$ cat config.mk
export PLATFORM = sky130hd
export DESIGN_NAME = dense_layer_mac_ctrl_flat
export DESIGN_NICKNAME = d
export VERILOG_FILES = /design/src/rtl/dense_layer_mac_ctrl_pkg.sv /design/src/rtl/dense_layer_mac_ctrl_if.sv /design/src/rtl/dense_layer_mac_ctrl_mac_unit.sv /design/src/rtl/dense_layer_mac_ctrl.sv /design/src/flat_wrapper.sv
export SDC_FILE = /design/constraint.sdc
export NUM_CORES = 2
export LEC_CHECK = 0
export ABC_AREA = 0
export BUFFER_PORTS_ARGS = -buffer_cell sky130_fd_sc_hd__buf_2
export CAP_MARGIN = 5
export CORE_MARGIN = 2
export CORE_UTILIZATION = 30
export CTS_BUF_LIST = sky130_fd_sc_hd__clkbuf_8
export DETAILED_ROUTE_END_ITERATION = 12
export PLACE_DENSITY = 0.5
export SETUP_SLACK_MARGIN = 0.1
export SYNTH_ARGS = -nofsm -noshare
export SYNTH_HDL_FRONTEND = slang
export SYNTH_HIERARCHICAL = 1
export SYNTH_SLANG_ARGS = --single-unit
$ cat constraint.sdc
create_clock -name clk -period 25 [get_ports clk]
set_input_delay 5 -clock clk [delete_from_list [all_inputs] [get_ports clk]]
set_output_delay 5 -clock clk [all_outputs]
set_load 0.05 [all_outputs]
$ cat src/rtl/dense_layer_mac_ctrl_pkg.sv
// Shared defaults, MNIST layer sizes and sequencer state encoding for the dense-layer MAC controller.
package dense_layer_mac_ctrl_pkg;

  localparam int DEF_DATA_WIDTH = 32;
  localparam int DEF_FRAC_BITS  = 12;
  localparam int DEF_ACC_WIDTH  = 64;

  localparam int IMG_PIXELS  = 784;
  localparam int L1_IN_SIZE  = 196;
  localparam int L1_OUT_SIZE = 60;
  localparam int L2_OUT_SIZE = 30;
  localparam int L3_OUT_SIZE = 10;

  typedef enum logic [2:0] {
    IDLE,
    ISSUE,
    DRAIN,
    WRITE,
    DONE
  } state_t;

endpackage

$ cat src/rtl/dense_layer_mac_ctrl_if.sv
// Control handshake plus input/weight/output BRAM ports of one dense layer; master = sequencer side.
interface dense_layer_mac_ctrl_if #(
  parameter int DATA_WIDTH = 32,
  parameter int IN_AW      = 9,
  parameter int W_AW       = 14,
  parameter int OUT_AW     = 9
);
  logic                         start;
  logic                         busy;
  logic                         done;
  logic                         in_ce;
  logic [IN_AW-1:0]             in_addr;
  logic signed [DATA_WIDTH-1:0] in_q;
  logic                         w_ce;
  logic [W_AW-1:0]              w_addr;
  logic signed [DATA_WIDTH-1:0] w_q;
  logic                         out_we;
  logic [OUT_AW-1:0]            out_addr;
  logic [DATA_WIDTH-1:0]        out_data;

  modport master (
    input  start, in_q, w_q,
    output busy, done, in_ce, in_addr, w_ce, w_addr, out_we, out_addr, out_data
  );

  modport slave (
    output start, in_q, w_q,
    input  busy, done, in_ce, in_addr, w_ce, w_addr, out_we, out_addr, out_data
  );
endinterface

$ cat src/rtl/dense_layer_mac_ctrl_mac_unit.sv
// Two-stage signed multiply-accumulate: registered product, then sign-extended accumulate; clr has priority.
module dense_layer_mac_ctrl_mac_unit
  import dense_layer_mac_ctrl_pkg::*;
#(
  parameter int DATA_WIDTH = DEF_DATA_WIDTH,
  parameter int ACC_WIDTH  = DEF_ACC_WIDTH
) (
  input  logic                         clk,
  input  logic                         reset,
  input  logic                         clr,
  input  logic                         vld,
  input  logic signed [DATA_WIDTH-1:0] a,
  input  logic signed [DATA_WIDTH-1:0] b,
  output logic signed [ACC_WIDTH-1:0]  acc
);

  logic signed [2*DATA_WIDTH-1:0] prod;
  logic                           prod_vld;

  always_ff @(posedge clk) begin
    if (reset) begin
      prod     <= '0;
      prod_vld <= 1'b0;
      acc      <= '0;
    end else begin
      prod_vld <= vld;
      if (vld) begin
        prod <= a * b;
      end
      if (clr) begin
        acc <= '0;
      end else if (prod_vld) begin
        acc <= acc + ACC_WIDTH'(prod);
      end
    end
  end

endmodule

$ cat src/rtl/dense_layer_mac_ctrl.sv
// Dense-layer sequencer: streams IN_SIZE activation/weight pairs per neuron, writes sat(acc>>>FRAC_BITS).
// Define DENSE_RELU_EN to clamp negative results to zero (hidden layers).
module dense_layer_mac_ctrl
  import dense_layer_mac_ctrl_pkg::*;
#(
  parameter int DATA_WIDTH = DEF_DATA_WIDTH,
  parameter int FRAC_BITS  = DEF_FRAC_BITS,
  parameter int ACC_WIDTH  = DEF_ACC_WIDTH,
  parameter int IN_SIZE    = L1_IN_SIZE,
  parameter int OUT_SIZE   = L1_OUT_SIZE,
  parameter int IN_AW      = 9,
  parameter int W_AW       = 14,
  parameter int OUT_AW     = 9
) (
  input logic                    clk,
  input logic                    reset,
  dense_layer_mac_ctrl_if.master bus
);

  localparam logic [IN_AW-1:0]  LAST_IN     = IN_AW'(IN_SIZE - 1);
  localparam logic [OUT_AW-1:0] LAST_NEURON = OUT_AW'(OUT_SIZE - 1);
  localparam logic signed [ACC_WIDTH-1:0] SAT_MAX =
    {{(ACC_WIDTH-DATA_WIDTH+1){1'b0}}, {(DATA_WIDTH-1){1'b1}}};
  localparam logic signed [ACC_WIDTH-1:0] SAT_MIN = ~SAT_MAX;

  state_t                        state;
  logic [1:0]                    drain_cnt;
  logic [OUT_AW-1:0]             neuron;
  logic                          q_vld;
  logic                          mac_clr;
  logic signed [ACC_WIDTH-1:0]   acc;
  logic signed [ACC_WIDTH-1:0]   shifted;
  logic signed [DATA_WIDTH-1:0]  sat_val;
  logic signed [DATA_WIDTH-1:0]  result;

  // BRAM data lags the clock enable by one cycle; this flag tags in_q/w_q as a live pair.
  always_ff @(posedge clk) begin
    if (reset) begin
      q_vld <= 1'b0;
    end else begin
      q_vld <= bus.in_ce;
    end
  end

  assign mac_clr = (state == IDLE) || (state == WRITE) || (state == DONE);

  dense_layer_mac_ctrl_mac_unit #(
    .DATA_WIDTH(DATA_WIDTH),
    .ACC_WIDTH (ACC_WIDTH)
  ) u_mac (
    .clk  (clk),
    .reset(reset),
    .clr  (mac_clr),
    .vld  (q_vld),
    .a    (bus.in_q),
    .b    (bus.w_q),
    .acc  (acc)
  );

  assign shifted = acc >>> FRAC_BITS;

  always_comb begin
    if (shifted > SAT_MAX) begin
      sat_val = {1'b0, {(DATA_WIDTH-1){1'b1}}};
    end else if (shifted < SAT_MIN) begin
      sat_val = {1'b1, {(DATA_WIDTH-1){1'b0}}};
    end else begin
      sat_val = shifted[DATA_WIDTH-1:0];
    end
`ifdef DENSE_RELU_EN
    result = sat_val[DATA_WIDTH-1] ? '0 : sat_val;
`else
    result = sat_val;
`endif
  end

  always_ff @(posedge clk) begin
    if (reset) begin
      state        <= IDLE;
      bus.busy     <= 1'b0;
      bus.done     <= 1'b0;
      bus.in_ce    <= 1'b0;
      bus.w_ce     <= 1'b0;
      bus.out_we   <= 1'b0;
      bus.in_addr  <= '0;
      bus.w_addr   <= '0;
      bus.out_addr <= '0;
      bus.out_data <= '0;
      neuron       <= '0;
      drain_cnt    <= '0;
    end else begin
      case (state)
        IDLE: begin
          if (bus.start) begin
            state       <= ISSUE;
            bus.busy    <= 1'b1;
            bus.in_ce   <= 1'b1;
            bus.w_ce    <= 1'b1;
            bus.in_addr <= '0;
            bus.w_addr  <= '0;
            neuron      <= '0;
          end
        end
        ISSUE: begin
          // w_addr runs across neurons, so the row-major offset never needs a multiply.
          bus.w_addr <= bus.w_addr + W_AW'(1);
          if (bus.in_addr == LAST_IN) begin
            state       <= DRAIN;
            bus.in_ce   <= 1'b0;
            bus.w_ce    <= 1'b0;
            bus.in_addr <= '0;
            drain_cnt   <= '0;
          end else begin
            bus.in_addr <= bus.in_addr + IN_AW'(1);
          end
        end
        DRAIN: begin
          if (drain_cnt == 2'd2) begin
            state        <= WRITE;
            bus.out_we   <= 1'b1;
            bus.out_addr <= neuron;
            bus.out_data <= result;
          end else begin
            drain_cnt <= drain_cnt + 2'd1;
          end
        end
        WRITE: begin
          bus.out_we <= 1'b0;
          if (neuron == LAST_NEURON) begin
            state    <= DONE;
            bus.busy <= 1'b0;
            bus.done <= 1'b1;
          end else begin
            neuron    <= neuron + OUT_AW'(1);
            state     <= ISSUE;
            bus.in_ce <= 1'b1;
            bus.w_ce  <= 1'b1;
          end
        end
        DONE: begin
          bus.done <= 1'b0;
          state    <= IDLE;
        end
        default: state <= IDLE;
      endcase
    end
  end

endmodule
$ cat src/flat_wrapper.sv
// flat-port wrapper written by rule: the top's interface ports become plain ports
module dense_layer_mac_ctrl_flat import dense_layer_mac_ctrl_pkg::*;
#(
  parameter int DATA_WIDTH = DEF_DATA_WIDTH,
  parameter int FRAC_BITS  = DEF_FRAC_BITS,
  parameter int ACC_WIDTH  = DEF_ACC_WIDTH,
  parameter int IN_SIZE    = L1_IN_SIZE,
  parameter int OUT_SIZE   = L1_OUT_SIZE,
  parameter int IN_AW      = 9,
  parameter int W_AW       = 14,
  parameter int OUT_AW     = 9
)
  (clk, reset, bus_start, bus_in_q, bus_w_q, bus_busy, bus_done, bus_in_ce, bus_in_addr, bus_w_ce, bus_w_addr, bus_out_we, bus_out_addr, bus_out_data);
  dense_layer_mac_ctrl_if #(.DATA_WIDTH(DATA_WIDTH), .IN_AW(IN_AW), .W_AW(W_AW), .OUT_AW(OUT_AW)) bus_i ();
  input logic clk;
  input logic reset;
  input wire logic [$bits(bus_i.start)-1:0] bus_start;
  input wire logic [$bits(bus_i.in_q)-1:0] bus_in_q;
  input wire logic [$bits(bus_i.w_q)-1:0] bus_w_q;
  output wire logic [$bits(bus_i.busy)-1:0] bus_busy;
  output wire logic [$bits(bus_i.done)-1:0] bus_done;
  output wire logic [$bits(bus_i.in_ce)-1:0] bus_in_ce;
  output wire logic [$bits(bus_i.in_addr)-1:0] bus_in_addr;
  output wire logic [$bits(bus_i.w_ce)-1:0] bus_w_ce;
  output wire logic [$bits(bus_i.w_addr)-1:0] bus_w_addr;
  output wire logic [$bits(bus_i.out_we)-1:0] bus_out_we;
  output wire logic [$bits(bus_i.out_addr)-1:0] bus_out_addr;
  output wire logic [$bits(bus_i.out_data)-1:0] bus_out_data;
  assign bus_i.start = bus_start;
  assign bus_i.in_q = bus_in_q;
  assign bus_i.w_q = bus_w_q;
  assign bus_busy = bus_i.busy;
  assign bus_done = bus_i.done;
  assign bus_in_ce = bus_i.in_ce;
  assign bus_in_addr = bus_i.in_addr;
  assign bus_w_ce = bus_i.w_ce;
  assign bus_w_addr = bus_i.w_addr;
  assign bus_out_we = bus_i.out_we;
  assign bus_out_addr = bus_i.out_addr;
  assign bus_out_data = bus_i.out_data;
  dense_layer_mac_ctrl #(.DATA_WIDTH(DATA_WIDTH), .FRAC_BITS(FRAC_BITS), .ACC_WIDTH(ACC_WIDTH), .IN_SIZE(IN_SIZE), .OUT_SIZE(OUT_SIZE), .IN_AW(IN_AW), .W_AW(W_AW), .OUT_AW(OUT_AW)) u_core (.clk(clk), .reset(reset), .bus(bus_i));
endmodule
# Word level (Yosys, flattened, before mapping)
# Cells that the tools add are included.
# classes
magnitude_cmp	2
multipliers	1
reduce_logical	19
mux	27
eq_ne	13
addsub	5
# op_table
op	count
$add 64x64->64	1
$mul 32x32->64	1
$mux 32	2
$gt 52x32->1 const B	1
$lt 52x32->1 const B	1
$pmux 9 s2	2
$pmux 14 s2	1
$mux 9	3
$add 9x1->9 const B	2
$add 14x1->14 const B	1
$mux 14	1
$mux 3	4
$pmux 3 s4	1
$reduce_and 3->1	4
$reduce_bool 2->1	5
$eq 9x6->1 const B	1
$eq 9x8->1 const B	1
$ne 2x2->1 const B	4
$reduce_and 2->1	4
$eq 3x2->1 const B	2
$mux 1	6
$pmux 1 s2	3
$mux 2	2
$ne 2x1->1 const B	2
other kinds (11)	12
# totals
word_cells	82
output_inout_bits	69
ff_bits	212

# Depth between registers and ports, before layout
# logic_depth
word_depth	4
depth_mapped	30

# By module
# The synthesis kept the hierarchy.
# by_module_without_submodules
mod	instances	cells_each	area_each_um2
dense_layer_mac_ctrl_mac_unit	1	4836	44103.5
dense_layer_mac_ctrl	1	477	3928.8

# Worst setup path before layout
# No wires, ideal clock.
# synth_timing
kind	input -> register
start	input bus_in_q[31]
end	register u_core.u_mac.prod[63]
arrival_ns	12.556
required_ns	24.926
stages	27
setup_ns	0.074
setup_slack_ns	12.370
path_buffers	1
path_cell_list	clkbuf_1 nand2_1 inv_1 fa_1 inv_1 fa_1 inv_1 fa_1 fa_1 inv_1 fa_1 inv_1 fa_1 inv_1 fa_1 inv_1 fa_1 ha_1 a21o_1 a21o_1 a21oi_1 o21ai_0 a211oi_1 o41ai_1 a221o_1 or4b_1 a31oi_1
# synth_via
elab_chain_len	1
# synth_rtl
element	line_no	rtl
start: declaration	flat_wrapper.sv:18	input wire logic [$bits(bus_i.in_q)-1:0] bus_in_q;
$mul 32x32->64	dense_layer_mac_ctrl_mac_unit.sv:28	prod <= a * b;
end signal: assignment	dense_layer_mac_ctrl_mac_unit.sv:28	
end: declaration	dense_layer_mac_ctrl_mac_unit.sv:17	logic signed [2*DATA_WIDTH-1:0] prod;
# Every way passes these cells.
# A chain may end at the register's enable or synchronous reset.

# Worst setup path after layout
# layout_timing
start	input bus_w_q[31]
end	register u_core.u_mac.prod[63]
# layout_via
elab_chain_len	1
# layout_rtl
element	line_no	rtl
start: declaration	flat_wrapper.sv:19	input wire logic [$bits(bus_i.w_q)-1:0] bus_w_q;
$mul 32x32->64	dense_layer_mac_ctrl_mac_unit.sv:28	
# Every way passes these cells.

==> metrics.md <==
| Metric | Value |
|---|---|
| Vias per inst | `just under 5` |
| Post_cts resized | `0` |
| Grt ovf | `0` |
| Peak fanout along the critical path | `26` |
| Seq/Total Area, Yosys | `8.84%` |
| Synthesized area | `a little under 50000 sq um` |
| Crit path time final | `13.18 ns` |
| Minimum setup slack among reg-to-reg paths | `21.01 ns` |
| Crit path to | `u_core/u_mac/prod[63]` |
| Placer's final routability congestion estimate | `0.857` |
| DR WL met2 | `70.8 mm` |
| Vias in the first global route | `38.2k` |
| Worst path bufs/invs | `4` |
| Core ar. | `159000 sq um` |
| Metal3 WL | `4.44 mm` |
| Final setup violation count | `0` |
| Max-cap violations | `0` |
| CP startpoint | `bus_w_q[31]` |
| Synthesis-to-layout area growth | `6.73%` |
| Kind of critical path | `in2reg` |
| Setup crit end kind | `flip-flop` |
| Pre-antenna DRT Iters | `5` |
| Ys flop type | `dfxtp_1` |
| Post-CTS Hold Fix Bufs | `0` |
| F_max | `0.0758 GHz` |
| Setup repair bufs after CTS | `0` |
| Routed length per instance | `between 15 and 20 microns` |
| Core Util, Final | `around a third` |
| CP dominant cell by count | `fa_1` |
| Number of synthesized flops with an enable pin | `0` |
| Clock sinks | `212` |
| Endpoints failing hold | `0` |
| Hold Crit Class | `reg2reg` |
| CP max stage delay | `0.92 ns` |
| Startpoint types | `input pin` |
| Placed cell count | `7256` |
| Max Root-Sink Buffers | `3` |
| Layout cell share with drive strength beyond 1 | `4.93%` |
| Worst Skew | `0.0443 ns` |
| Routed Antenna Nets | `0` |
| Final net count | `6627` |
| Number of I/O port buffers | `135` |
| Cell count after synthesis | `roughly 5.3k` |
| Reg2reg start | `u_core/u_mac/acc[0]` |
| Non-filler cells, final | `7329` |
| DR vias | `35.4k` |
| CTS tree | `built` |
| Fin Setup TNS | `0 ns` |
| Critical path depth | `25` |
| Hpwl dp | `109 mm` |
| # fillers | `16.6k` |
| Initial drt markers | `1895` |
| Die height | `approximately 400 microns` |
| RSZ-0062 raised after global routing | `false` |
| Metal-1 WL | `56.7 mm` |
| H-Tree Depth | `2` |
| CP delay by family, top | `adder cells` |
| Post-synthesis cell type count | `82` |
| Ports | `136` |
| Required time of the critical path | `25.50 ns` |
| Final Slew Violations | `0` |
| CTS buffer count | `40` |
| Std cell rows | `146` |
| Period utilization | `52.7%` |
| Drt drc | `0` |
| Final worst slack | `11.82 ns` |
| Clock Pin Slew Worst Setup and Hold Paths | `0.06 ns` |
| Antenna violations before repair | `6` |
| Mean Syn Cell Area | `~9 sq um` |
| Slowest cell on crit path | `clkinv_1` |
| Number of synthesized register bits | `212` |
| GRT Util Overall | `between 15 and 20%` |
| Largest net degree at the start of global routing | `85` |
| Max layer used | `met5` |
| Setup WS pre-CTS | `11.19 ns` |
| Syn Nets | `6714` |
| Synth warnings | `6` |
| Worst skew pair latency | `0.62 ns` |
| Slew headroom | `24.2%` |
| Die width | `between 400 and 500 microns` |
| Status | `finished clean` |
| Total die area | `163000 sq um` |
| CTS root buffer | `clkbuf_8` |
| Wirelength, routed | `138 mm` |
| Worst flop-to-flop path endpoint | `u_core/u_mac/acc[60]` |
| FF-to-FF path depth | `14` |
| Asr flop ratio synth | `0%` |
| Worst Tran Pin Value | `1.14 ns` |
| Starting Density | `30.3%` |
| Arr. time, crit path | `between 10 and 15 ns` |
| Global-route wire length before repair | `220 mm` |
-- through the flow --
| step | hold WS, ns | area, sq um |
|---|---|---|
| floorplan | 0.429 | 48000 |
| global placement | 0.443 | 50400 |
| detailed placement | 0.444 | 50400 |
| CTS | 0.452 | 51300 |
| global route | 0.483 | 51300 |
| finish | 0.451 | 51300 |
-- Yosys cell counts, drive strengths merged (5+ instances only) --
cell,instances,area share [%]
a41oi,7,0.14
nand2,627,4.9
nor4b,5,0.12
and3,20,0.27
a211oi,27,0.42
xnor2,94,1.7
nand4,33,0.43
nand3,71,0.74
nor4,8,0.10
o31a,5,0.091
inv,985,7.7
nand2b,38,0.49
mux2i,90,1.9
ha,251,6.5
a221oi,6,0.12
and2,526,6.9
fa,1083,45
o31ai,13,0.20
nor2,250,2.0
a21oi,207,2.2
nor2b,16,0.21
dfxtp,212,8.8
a311oi,40,0.74
xor2,28,0.51
a21o,63,0.98
o21a,20,0.31
o21bai,22,0.34
nor3b,6,0.11
or4,6,0.10
buf,32,0.34
clkbuf,267,2.1
o311ai,9,0.16
o22ai,10,0.13
nor3,22,0.23
a31oi,23,0.33
o211ai,13,0.20
or3,16,0.21
o21ai,101,1.1
-- worst reg2reg max path, delay by kind of cell (launching register included) --
kind	cells	cell delay [ns]
AO/OA/AOI/OAI	8	2.47
XOR/XNOR	1	0.18
adder cells (fa/ha/maj)	2	0.59
buffers and inverters	1	0.07
flip-flops	1	0.34
AND/OR/NAND/NOR	2	0.27
-- layout make-up --
| type | instances | area (sq um) | area share (%) |
|---|---|---|---|
| inverters | 987 | 3700 | 7.23 |
| repair buffers | 170 | 941 | 1.84 |
| multi-input cells | 3815 | 38900 | 75.9 |
| diodes | 1 | 2.50 | 0.00488 |
| clock inverters | 24 | 183 | 0.356 |
| well taps | 2072 | 2590 | 5.06 |
| clock buffers | 48 | 661 | 1.29 |
| flip-flops and latches | 212 | 4250 | 8.29 |
-- worst min path at each step --
stage	to	startpoint	cells after the start	slack, ns
CTS	u_core/bus.out_addr[5]	u_core/bus.out_addr[5]	2	0.45
global route	u_core/bus.out_addr[2]	u_core/bus.out_addr[2]	2	0.48
floorplan	u_core/u_mac/prod[56]	u_core/u_mac/prod[56]	2	0.43
detailed placement	u_core/bus.out_addr[5]	u_core/bus.out_addr[5]	2	0.44
finish	u_core/bus.out_addr[5]	u_core/bus.out_addr[5]	2	0.45
global placement	u_core/bus.out_we	u_core/bus.out_we	2	0.44
-- logic make-up after synthesis --
| group | count (synthesis) | share of synthesized area [%] |
|---|---|---|
| compound gates | 602 | 8.12 |
| simple gates | 1667 | 17.1 |
| mux | 90 | 1.88 |
| flops | 212 | 8.84 |
| buf+inv | 1286 | 10.1 |
| fa+ha+maj | 1334 | 51.7 |
| xor+xnor | 122 | 2.22 |
-- per-layer routing --
layer	up-vias	GRT usage [%]
met2	714	30.7
met1	18300	21.5
met4	2	6.69
li1	16100	-
met5	-	0
met3	239	1.40
-- layout by cell type, fill, tap and decap left out, types with 19 or more instances in the layout --
master	count
xnor2_1	94
and2_1	526
a21oi_1	206
nand2_1	626
o21ai_1	19
nand2b_1	38
mux2i_1	90
dfxtp_1	210
nor3_1	21
and3_1	19
xor2_1	28
o21a_1	20
a31oi_1	22
fa_1	1083
o21ai_0	80
clkbuf_8	48
nand4_1	33
a311oi_1	39
a21o_1	63
nand3_1	71
a211oi_1	27
nor2_1	249
buf_2	134
buf_4	36
ha_1	251
o21bai_1	22
inv_1	998
-- state kept, by name (all words and copies together), names as in the netlist --
| name | cells |
|---|---|
| u_core/bus.busy | 1 |
| u_core/bus.done | 1 |
| u_core/bus.in_addr | 9 |
| u_core/bus.out_addr | 9 |
| u_core/bus.out_data | 32 |
| u_core/bus.out_we | 1 |
| u_core/bus.w_addr | 14 |
| u_core/bus.w_ce | 1 |
| u_core/drain_cnt | 2 |
| u_core/neuron | 9 |
| u_core/q_vld | 1 |
| u_core/state | 3 |
| u_core/u_mac/acc | 64 |
| u_core/u_mac/prod | 64 |
| u_core/u_mac/prod_vld | 1 |
Power is not shown: default switching activity piles up to over one toggle a cycle in this logic, so the estimate is an artifact.
